==> config.mk <==
export PLATFORM = sky130hd
export DESIGN_NAME = frame_pixel_source
export DESIGN_NICKNAME = d
export VERILOG_FILES = /design/src/rtl/frame_pixel_source.sv
export SDC_FILE = /design/constraint.sdc
export NUM_CORES = 1
export LEC_CHECK = 0
export CAP_MARGIN = 20
export CORE_MARGIN = 5
export CORE_UTILIZATION = 30
export CTS_CLUSTER_SIZE = 16
export DETAILED_ROUTE_END_ITERATION = 7
export HOLD_SLACK_MARGIN = 0.03
export PLACE_DENSITY = 0.49
export SYNTH_ARGS = -nofsm -noshare
export SYNTH_HDL_FRONTEND = slang
export SYNTH_SLANG_ARGS = --single-unit
==> constraint.sdc <==
create_clock -name clk -period 2.6 [get_ports clk]
set_clock_uncertainty 0.1 [all_clocks]
set_input_delay 0.52 -clock clk [delete_from_list [all_inputs] [get_ports clk]]
set_output_delay 0.52 -clock clk [all_outputs]
set_load 0.02 [all_outputs]
==> src/rtl/frame_pixel_source.sv <==
// Test-pattern pixel source stepped by a VGA reader: solid, ramp, checkerboard or line buffer.
// Define FRAME_PIXEL_SOURCE_LINEBUF_EN to build the 16x4 line buffer and its write port.
module frame_pixel_source #(
  parameter int unsigned H_PIXELS = 160,
  parameter int unsigned V_LINES  = 120
) (
  input  logic       clk,
  input  logic       rst,
  input  logic       frame_reset_in,
  input  logic       frame_next_pixel_in,
  input  logic [1:0] pattern_sel,
  input  logic [3:0] solid_level,
  input  logic       wr_en,
  input  logic [3:0] wr_data,
  input  logic       wr_ptr_clr,
  output logic [3:0] frame_pixel_out,
  output logic [7:0] frame_count
);

  localparam int unsigned XW = (H_PIXELS > 1) ? $clog2(H_PIXELS) : 1;
  localparam int unsigned YW = (V_LINES > 1) ? $clog2(V_LINES) : 1;
  localparam logic [XW-1:0] XMax = XW'(H_PIXELS - 1);
  localparam logic [YW-1:0] YMax = YW'(V_LINES - 1);

  logic [XW-1:0] x_q, x_d;
  logic [YW-1:0] y_q, y_d;
  logic [7:0]    fc_q, fc_d;
  logic [1:0]    pat_q, pat_d;
  logic [3:0]    lvl_q, lvl_d;
  logic [3:0]    pix_q, pix_d;
  logic          adv_prev_q;
  logic          adv;
  logic          frame_start;
  logic [3:0]    x4, y4;
  logic [3:0]    lb_rd;

  always_comb begin
    adv         = frame_next_pixel_in & ~adv_prev_q;
    x_d         = x_q;
    y_d         = y_q;
    fc_d        = fc_q;
    frame_start = 1'b0;
    if (frame_reset_in) begin
      // Restart wins; a coincident advance edge is dropped.
      x_d         = '0;
      y_d         = '0;
      frame_start = 1'b1;
    end else if (adv) begin
      if (x_q == XMax) begin
        x_d = '0;
        if (y_q == YMax) begin
          y_d         = '0;
          fc_d        = fc_q + 8'd1;
          frame_start = 1'b1;
        end else begin
          y_d = y_q + YW'(1);
        end
      end else begin
        x_d = x_q + XW'(1);
      end
    end
    pat_d = frame_start ? pattern_sel : pat_q;
    lvl_d = frame_start ? solid_level : lvl_q;
  end

  assign x4 = 4'(x_d);
  assign y4 = 4'(y_d);

`ifdef FRAME_PIXEL_SOURCE_LINEBUF_EN
  logic [3:0] linebuf [16];
  logic [3:0] wr_ptr_q;

  // Buffer contents survive reset; only the pointer is cleared.
  always_ff @(posedge clk) begin
    if (rst) begin
      wr_ptr_q <= '0;
    end else if (wr_ptr_clr) begin
      wr_ptr_q <= '0;
    end else if (wr_en) begin
      linebuf[wr_ptr_q] <= wr_data;
      wr_ptr_q          <= wr_ptr_q + 4'd1;
    end
  end

  assign lb_rd = linebuf[x4];
`else
  logic unused_wr;
  assign unused_wr = ^{wr_en, wr_data, wr_ptr_clr};
  assign lb_rd     = y4;
`endif

  always_comb begin
    pix_d = 4'h0;
    unique case (pat_d)
      2'd0: pix_d = lvl_d;
      2'd1: pix_d = x4;
      2'd2: pix_d = (x4[3] ^ y4[3]) ? 4'hF : 4'h0;
      2'd3: pix_d = lb_rd;
      default: pix_d = 4'h0;
    endcase
  end

  always_ff @(posedge clk) begin
    if (rst) begin
      x_q        <= '0;
      y_q        <= '0;
      fc_q       <= '0;
      pat_q      <= '0;
      lvl_q      <= '0;
      pix_q      <= '0;
      adv_prev_q <= 1'b0;
    end else begin
      adv_prev_q <= frame_next_pixel_in;
      x_q        <= x_d;
      y_q        <= y_d;
      fc_q       <= fc_d;
      pat_q      <= pat_d;
      lvl_q      <= lvl_d;
      if (frame_reset_in || adv) pix_q <= pix_d;
    end
  end

  assign frame_pixel_out = pix_q;
  assign frame_count     = fc_q;

endmodule

; Word level (Yosys, flattened, before mapping)
; Cells that the tools add are included.
[totals]
register_bits = 34
inputBits = 16
[op_classes]
n_addsub = 3
n_eq_ne = 5
n_mux = 15
bitwise_logic = 4
reduce_logical = 5
[ops]
columns = op, n
row1 = 4-bit two-way mux, 7
row2 = "8-bit by 1-bit adder with 8-bit output, second input constant", 2
row3 = 4-bit case mux with 4 select lines, 1
row4 = "8-bit == test, second input constant", 1
row5 = 8-bit two-way mux, 1
row6 = "7-bit by 1-bit adder with 7-bit output, second input constant", 1
row7 = "7-bit == test, second input constant", 1
row8 = 7-bit two-way mux, 1
row9 = "2-bit == test, second input constant", 2
row10 = 1-bit two-way mux, 4
row11 = 4-bit AND reduction, 1
row12 = "2-bit by 1-bit == test with 1-bit output, second input constant", 1
row13 = 2-bit logical NOT, 1
row14 = 2-bit two-way mux, 1
row15 = 1-bit inverter, 2
row16 = 2-bit AND reduction, 1
row17 = 2-bit OR reduction, 1
row18 = 1-bit AND, 1
row19 = 1-bit logical OR, 1
row20 = 1-bit bitwise XOR, 1

; Depth between registers and ports, before layout
; Gate-level depths: netlist of run 1.
[logic_depth]
word_depth = 8
ltp_mapped = 8
depth_no_buf = 7

; Worst setup path after synthesis of run 1
; No wires, ideal clock.
[synth_timing]
kind = register -> register
start = reg x_q[0]
end = reg pix_q[3], in the netlist frame_pixel_out[3]
t_arrival_ns = 2.132
required_ns = 2.413
path_slack_ns = 0.281
stages_incl_launch_ff = 8
path_buffers = 0
period_less_slack_ns = 2.319
path_cell_list = dfxtp_1 ha_1 nand3b_1 or4_4 nand2_4 nor4_1 or4_1 o31ai_1
[synth_between]
elab_chain_len = 7
word_cells_on_any_way = 20
cone_classes = add/sub (1) / eq/ne (4) / mux (13) / bitwise (1) / reduce/logical (1)
[synth_rtl]
columns = item, line_no
row1 = from (decl), 25  ; logic [XW-1:0] x_q, x_d;
row2 = from (signal assigned), 105  ; x_q <= '0;
row3 = from (signal assigned), 114  ; x_q <= x_d;
row4 = 8-bit by 1-bit adder with 8-bit output / 8-bit == test (equally long branches), "59, 49"
row5 = 8-bit two-way mux (tied with other cells), 49  ; if (x_q == XMax) begin
row6 = 4-bit two-way mux / 1-bit two-way mux (equally long branches), 48  ; end else if (adv) begin
row7 = 4-bit two-way mux / 1-bit two-way mux (equally long branches), 43  ; if (frame_reset_in) begin
row8 = 1-bit bitwise XOR / 2-bit two-way mux (equally long branches), "97, 62"
row9 = 4-bit two-way mux (tied with other cells), 97  ; 2'd2: pix_d = (x4[3] ^ y4[3]) ? 4'hF : 4'h0;
row10 = 4-bit case mux with 4 select lines (*), 94  ; unique case (pat_d)
row11 = to (signal assigned), 119  ; if (frame_reset_in || adv) pix_q <= pix_d;
row12 = to (decl), 30  ; logic [3:0] pix_q, pix_d;
; Every way passes the cells marked *; elsewhere a longest branch is shown, timed or not.
; A chain may end at the register's enable or synchronous reset.

; Worst setup path in the final report of run 1
[layout_timing]
start = reg x_q[1]
end = reg pix_q[3], in the netlist frame_pixel_out[3]
; Same word-level chain as after synthesis.

==> impl_metrics.json, run 1 <==
{
  "synth.top_cells.by_count": "sky130_fd_sc_hd__dfxtp_1 (34), sky130_fd_sc_hd__nor2_1 (24), sky130_fd_sc_hd__nand2_1 (18)",
  "vias_per_cell": 4.936,
  "worst_skew_pair.late_latency_ns": 0.28,
  "gr-usage-all-layers": 0.1299,
  "grt_setup_unrepaired": "false",
  "synth_nets": 229,
  "post_layout_min_period_ns": 2.460,
  "die_area_sq_um": 7566,
  "rrSetupSlack_ns": 0.14,
  "type_of_the_worst_setup_path": "reg -> reg",
  "initial_core_utilization": 0.3039,
  "post_cts_sizing_count": 0,
  "postSynthAreaPerCell_sq_um": 8.466,
  "tightest_slew_ns": 0.4562,
  "drc_errors": 0,
  "die-width_microns": 86.99,
  "rows": 28,
  "cp_cell_sequence": "ha_1 > nand3b_1 > or4_4 > nand2_4 > nor4_1 > or4_1 > o31ai_1",
  "netSwitchingFraction": 0.2358,
  "fillers": 588,
  "ant_nets": 0,
  "cellLeakagePower_nw": 0.8820,
  "cts_tree": "built",
  "syn-cell-area_sq_um": 1778,
  "globalplace.congestion": 0.7578,
  "maxSlewHeadroom": 0.6948,
  "grt_pass1_vias": 1689,
  "number_of_slew_limit_violations_in_the_final_report": 0,
  "cts.repair_timing.setup_buffer_count": 0,
  "worst_slack_ns": 0.1396,
  "seq_area_frac_synth": 0.3828,
  "totalNegativeSetupSlack_ns": 0,
  "critical_path.reg2reg.startpoint": "x_q[1]",
  "max_cap_viol_count": 0,
  "synth_ff_type": "sky130_fd_sc_hd__dfxtp_1",
  "post_layout_nonfiller_instances": 330,
  "power_frac_comb": 0.108,
  "max_stage_delay_ns": 0.62,
  "r2r_cells": 7,
  "route.final.wire_length_microns": 4622,
  "grt-ovfl-total": 0,
  "diodes": 0,
  "fmax_mhz": 406.4,
  "synth_cell_type_count": 43,
  "design.core.area_sq_um": 5851,
  "cts_buffers": 5,
  "crit_start": "x_q[1]",
  "synth_edf_count": 0,
  "grt_antenna_before_repair": 0,
  "layout.nets": 273,
  "report.final.hold_viol_count": 0,
  "floorplan.io_pins": 28,
  "worstSetupEndpoint": "frame_pixel_out[3]",
  "cp_slowest_cell": "sky130_fd_sc_hd__or4_4",
  "finalCritPeriodShare": 0.9463,
  "placedCellCount": 322,
  "status": "complete, no violations",
  "global_route_wire_length_before_repair_microns": 7824,
  "critical_path.max_fanout": 5,
  "yosys_warnings": 0,
  "synthesis.instances": 210,
  "synth-seq-cells": 34,
  "cts_hold_repair.buffers": 0,
  "tritoncts_num_sinks": 34,
  "vdd_ir_drop_max_mv": 0.2033,
  "io_buffers": 21,
  "die_h_microns": 86.99,
  "yosysTopAreaCellShare": 0.3828,
  "routed-via-count": 1629,
  "final_core_util": 0.4031,
  "synth.area.top_cells": "sky130_fd_sc_hd__dfxtp_1 (38%), sky130_fd_sc_hd__xor2_1 (5.4%), sky130_fd_sc_hd__nor2_1 (5.1%)",
  "cts-root-buf": "sky130_fd_sc_hd__clkbuf_8",
  "path_clk_slew_ns": 0.07,
  "power.clock.fraction": 0.408,
  "power.net_switching_w": 0.0002645,
  "seqPwrFrac": 0.484,
  "cts_buffer_depth": 2,
  "min-delay-path-class": "reg -> reg",
  "detailedPlacementHpwl_microns": 3417,
  "synth_area_leader_cell": "sky130_fd_sc_hd__dfxtp_1",
  "ys_async_sr_fraction": 0,
  "report.final.setup_viol": 0,
  "area_growth_pct": 32.65,
  "dp_worst_setup_slack_ns": -0.1606,
  "cts.htree.levels": 2,
  "yosys.cell_count.top_type": "sky130_fd_sc_hd__dfxtp_1",
  "required_time_of_the_critical_path_ns": 2.70,
  "startpoint_type": "flop",
  "worstSetupEndpointType": "flop",
  "cp.arrival_ns": 2.56,
  "detail_route.iter0.violations": 58,
  "wl_per_cell_microns": 14.01,
  "fraction_of_layout_cells_with_a_size_suffix_above_1": 0.1686,
  "worst_r2r_endpoint": "frame_pixel_out[3]",
  "detailedRoute.firstPassIterationCount": 4,
  "grt_max_degree": 19,
  "power_report.internal_total_w": 0.0008572,
  "power.density_cell_area_nw_per_um2": 475.6
}
-- cell type report --
| type | count | area (sq um) | share of cell area |
|---|---|---|---|
| clock buffer | 8 | 110.1 | 0.04668 |
| inverter | 4 | 15.01 | 0.006366 |
| multi-input combinational | 163 | 1061 | 0.4499 |
| sequential | 34 | 680.7 | 0.2886 |
| tap | 75 | 93.84 | 0.03979 |
| timing repair buffer | 46 | 397.9 | 0.1687 |
-- cell families (layout without fill, tap and decap cells) --
group / Yosys count / after routing / share of synthesized area
buffers and inverters: 13 / 58 / 0.02955
AO/OA/AOI/OAI: 35 / 35 / 0.1168
AND/OR/NAND/NOR: 102 / 102 / 0.3315
flip-flops: 34 / 34 / 0.3828
XOR/XNOR: 16 / 16 / 0.07882
adder cells (fa/ha/maj): 3 / 3 / 0.02111
multiplexers: 7 / 7 / 0.03941
-- flip-flops by register name, indices dropped and copies added (netlist names) --
register / count
adv_prev_q: 1
lvl_q: 4
frame_pixel_out: 4
x_q: 8
y_q: 7
frame_count: 8
pat_q: 2
-- worst max-delay path: cells and delay by family, from the launching register on --
| kind | cells | cell delay, ns |
|---|---|---|
| AO/OA/AOI/OAI | 1 | 0.20 |
| adder cells (fa/ha/maj) | 1 | 0.22 |
| flip-flops | 1 | 0.38 |
| AND/OR/NAND/NOR | 5 | 1.48 |
-- cells in the final DEF (no fill, tap or decap), types with 2 or more instances in the layout --
cell	instances
sky130_fd_sc_hd__nor2_1	24
sky130_fd_sc_hd__or4_1	3
sky130_fd_sc_hd__nor2b_1	3
sky130_fd_sc_hd__clkdlybuf4s50_1	21
sky130_fd_sc_hd__nor3_1	12
sky130_fd_sc_hd__o21ai_0	7
sky130_fd_sc_hd__clkbuf_8	8
sky130_fd_sc_hd__o211ai_1	2
sky130_fd_sc_hd__nand4_1	5
sky130_fd_sc_hd__xor2_1	11
sky130_fd_sc_hd__nand2_1	18
sky130_fd_sc_hd__a211oi_1	2
sky130_fd_sc_hd__a21oi_1	15
sky130_fd_sc_hd__nor4_1	6
sky130_fd_sc_hd__ha_1	3
sky130_fd_sc_hd__dfxtp_1	34
sky130_fd_sc_hd__inv_1	3
sky130_fd_sc_hd__o22ai_1	2
sky130_fd_sc_hd__or2_2	2
sky130_fd_sc_hd__xnor2_1	5
sky130_fd_sc_hd__and4_1	2
sky130_fd_sc_hd__buf_4	25
sky130_fd_sc_hd__nand4b_1	4
sky130_fd_sc_hd__nand3_1	7
sky130_fd_sc_hd__nand3b_1	3
sky130_fd_sc_hd__mux2i_1	6
sky130_fd_sc_hd__nand2b_1	2
sky130_fd_sc_hd__and2_1	2
-- worst min-delay path by stage --
| stage | from | to | slack (ns) | depth (start not counted) |
|---|---|---|---|---|
| final | lvl_q[0] | lvl_q[0] | 0.36 | 2 |
| after global routing | lvl_q[0] | lvl_q[0] | 0.40 | 2 |
| after CTS | lvl_q[0] | lvl_q[0] | 0.36 | 2 |
| after detailed placement | lvl_q[0] | lvl_q[0] | 0.36 | 2 |
| after global placement | lvl_q[0] | lvl_q[0] | 0.35 | 2 |
| after floorplan | lvl_q[0] | lvl_q[0] | 0.33 | 2 |
-- power groups by stage --
stage,Clock [W],Combinational [W],Sequential [W]
finish,0.000457,0.000122,0.000543
global route,0.000495,0.000134,0.000544
detailed placement,0,0.000122,0.000555
floorplan,0,0.0000592,0.000559
CTS,0.000475,0.000122,0.000543
global placement,0,0.000122,0.000555
-- routing by layer --
layer	routed length [microns]	GRT usage	share of wire
met5	0	0	0
met3	132	0.03311	0.029
met4	36	0.03966	0.0078
met2	2120	0.2036	0.46
met1	2332	0.1746	0.50
-- stage by stage --
stage,instance area (sq um),total power [W],hold slack [ns]
finish,2359,0.001122,0.3589
global route,2359,0.001174,0.4016
global placement,2232,0.0006772,0.3473
floorplan,1778,0.0006185,0.3320
CTS,2342,0.001141,0.3646
detailed placement,2232,0.0006769,0.3552
Note: power is estimated with default switching activity, not from simulation.
==> run 2: changes to the inputs <==
CTS_BUF_LIST = sky130_fd_sc_hd__clkbuf_8   (was not set)
PLACE_DENSITY = 0.5   (was 0.49)
clock period = 2.2 ns   (was 2.6 ns; I/O delays follow)
==> run 2 against run 1 <==
  * Sequential power grew 18%
  * Flip-flop and latch count did not move
  * Global-route usage grew 0.94 points
==> impl_metrics.json, run 2 (synthesized netlist as in run 1, its figures left out) <==
{
  "routed-via-count": 1766,
  "status": "complete, no violations",
  "worstSetupEndpointType": "flop",
  "cellLeakagePower_nw": 1.059,
  "cts.htree.levels": 2,
  "critical_path.max_fanout": 4,
  "ant_nets": 0,
  "leading_cell_type_in_the_layout_fill_and_taps_excluded": "sky130_fd_sc_hd__buf_4",
  "layout_common_cells": "sky130_fd_sc_hd__buf_4 (52), sky130_fd_sc_hd__dfxtp_1 (30), sky130_fd_sc_hd__nor2_1 (24), sky130_fd_sc_hd__clkdlybuf4s50_1 (20), sky130_fd_sc_hd__nand2_1 (18)",
  "grt_max_degree": 20,
  "tritoncts_num_sinks": 34,
  "fillers": 578,
  "die-width_microns": 86.99,
  "power.density_cell_area_nw_per_um2": 476.7,
  "final_core_util": 0.4643,
  "globalplace.congestion": 0.7734,
  "diodes": 0,
  "report.final.setup_viol": 0,
  "detailedPlacementHpwl_microns": 3668,
  "cp.arrival_ns": 2.27,
  "startpoint_type": "flop",
  "maxSlewHeadroom": 0.7286,
  "area_growth_pct": 52.78,
  "rows": 28,
  "layout.area.seq_sq_um": 685.7,
  "initial_core_utilization": 0.3039,
  "detailroute.wirelength.met2_microns": 2206,
  "grt-ovfl-total": 0,
  "worst_skew_pair.late_latency_ns": 0.29,
  "fraction_of_layout_cells_with_a_size_suffix_above_1": 0.3287,
  "holdPathStages": 2,
  "finalCritPeriodShare": 0.9859,
  "detail_route.iter0.violations": 94,
  "drc_errors": 0,
  "min-delay-path-class": "reg -> reg",
  "grt_setup_unrepaired": "true",
  "die_h_microns": 86.99,
  "postLayoutCellArea_sq_um": 2716,
  "required_time_of_the_critical_path_ns": 2.30,
  "die_area_sq_um": 7566,
  "wirelength_met1_microns": 2417,
  "design.core.area_sq_um": 5851,
  "post_layout_min_period_ns": 2.169,
  "floorplan.io_pins": 28,
  "placedInstanceArea_sq_um": 2420,
  "cts_buffers": 5,
  "detailedRoute.firstPassIterationCount": 4,
  "fmax_mhz": 461.0,
  "cts_buffer_depth": 2,
  "wl_per_cell_microns": 13.55,
  "r2r_cells": 7,
  "global_route_wire_length_before_repair_microns": 8245,
  "gr-usage-all-layers": 0.1393,
  "timing.hold.ws_ns": 0.3590,
  "type_of_the_worst_setup_path": "reg -> reg",
  "layout.nets": 304,
  "max_cap_viol_count": 0,
  "tightest_slew_ns": 0.4028,
  "cts_tree": "built",
  "vdd_ir_drop_max_mv": 0.2339,
  "detailroute.wirelength.met3_microns": 176,
  "power_w": 0.001295,
  "io_buffers": 21,
  "topRoutingLayerUsed": "met4",
  "route.final.wire_length_microns": 4891,
  "vias_per_cell": 4.892,
  "path_clk_slew_ns": 0.07,
  "multi_input_area_sq_um": 1182,
  "number_of_slew_limit_violations_in_the_final_report": 0,
  "grt_pass1_vias": 1769,
  "grt_antenna_before_repair": 0,
  "report.final.hold_viol_count": 0,
  "cts-root-buf": "sky130_fd_sc_hd__clkbuf_8"
}
## run 2: changes by cell type in the layout (fill, tap and decap cells not counted), sizes merged
cell and change:
buf +31, dlygate4sd2 +1, clkdlybuf4s50 -1, clkinv +1
clkinvlp +1, clkbuf -2
## run 2: worst paths after layout
path | start | endpoint | slack, ns
worst min register to register | lvl_q[2] | lvl_q[2] | 0.36
worst max-delay path | x_q[0] | frame_pixel_out[3] | 0.03
worst min-delay path | lvl_q[2] | lvl_q[2] | 0.36
worst max register to register | x_q[0] | frame_pixel_out[3] | 0.03
## run 2: critical path, cell delays in order, from the launching register on
cell and delay, ns:
sky130_fd_sc_hd__dfxtp_2 0.35, sky130_fd_sc_hd__ha_4 0.15, sky130_fd_sc_hd__nand3b_1 0.17, sky130_fd_sc_hd__or4_4 0.51
sky130_fd_sc_hd__nand2_4 0.10, sky130_fd_sc_hd__nor4_2 0.03, sky130_fd_sc_hd__or4_1 0.50, sky130_fd_sc_hd__o31ai_2 0.18
## run 2: report_power, final
part	switching [W]	internal, W	leakage [nW]	total [W]
logic	0.0000862	0.0000822	0.734	0.000168
registers	0.0000128	0.000630	0.278	0.000643
clock network	0.000232	0.000251	0.0472	0.000483
## run 2: routing by layer
metal | up-vias | global-route usage
met5 | - | 0
met4 | 0 | 0.05382
met3 | 10 | 0.03122
met2 | 29 | 0.2195
met1 | 821 | 0.1842
li1 | 906 | -
## run 2: what timing repair did
item	CTS	global route
setup buffers	1	7
hold buffers	0	0
endpoints found under the setup margin	5	8
hold endpoints to repair	0	0
pin swaps	4	8
resized for setup	6	27
## run 2: area by class of cell
type | count | area share
Sequential cell | 34 | 0.2524
Inverter | 4 | 0.005527
Timing Repair Buffer | 77 | 0.2372
Tap cell | 75 | 0.03455
Clock buffer | 6 | 0.03040
Multi-Input combinational cell | 163 | 0.4353
Clock inverter | 2 | 0.004606
## run 2: stage by stage
| stage | setup slack [ns] | cells | TNS, ns |
|---|---|---|---|
| floorplan | -0.1103 | 210 | -0.1103 |
| global placement | -0.3965 | 345 | -2.947 |
| detailed placement | -0.4671 | 345 | -3.461 |
| CTS | 0.008159 | 354 | 0 |
| global route | -0.1249 | 361 | -0.5630 |
| finish | 0.03102 | 361 | 0 |
==> run 3: changes to the inputs <==
GPL_TIMING_DRIVEN = 1   (was not set)
==> results of run 3 <==
Same layout as run 2: the final DEF is identical, and so are final timing and power.
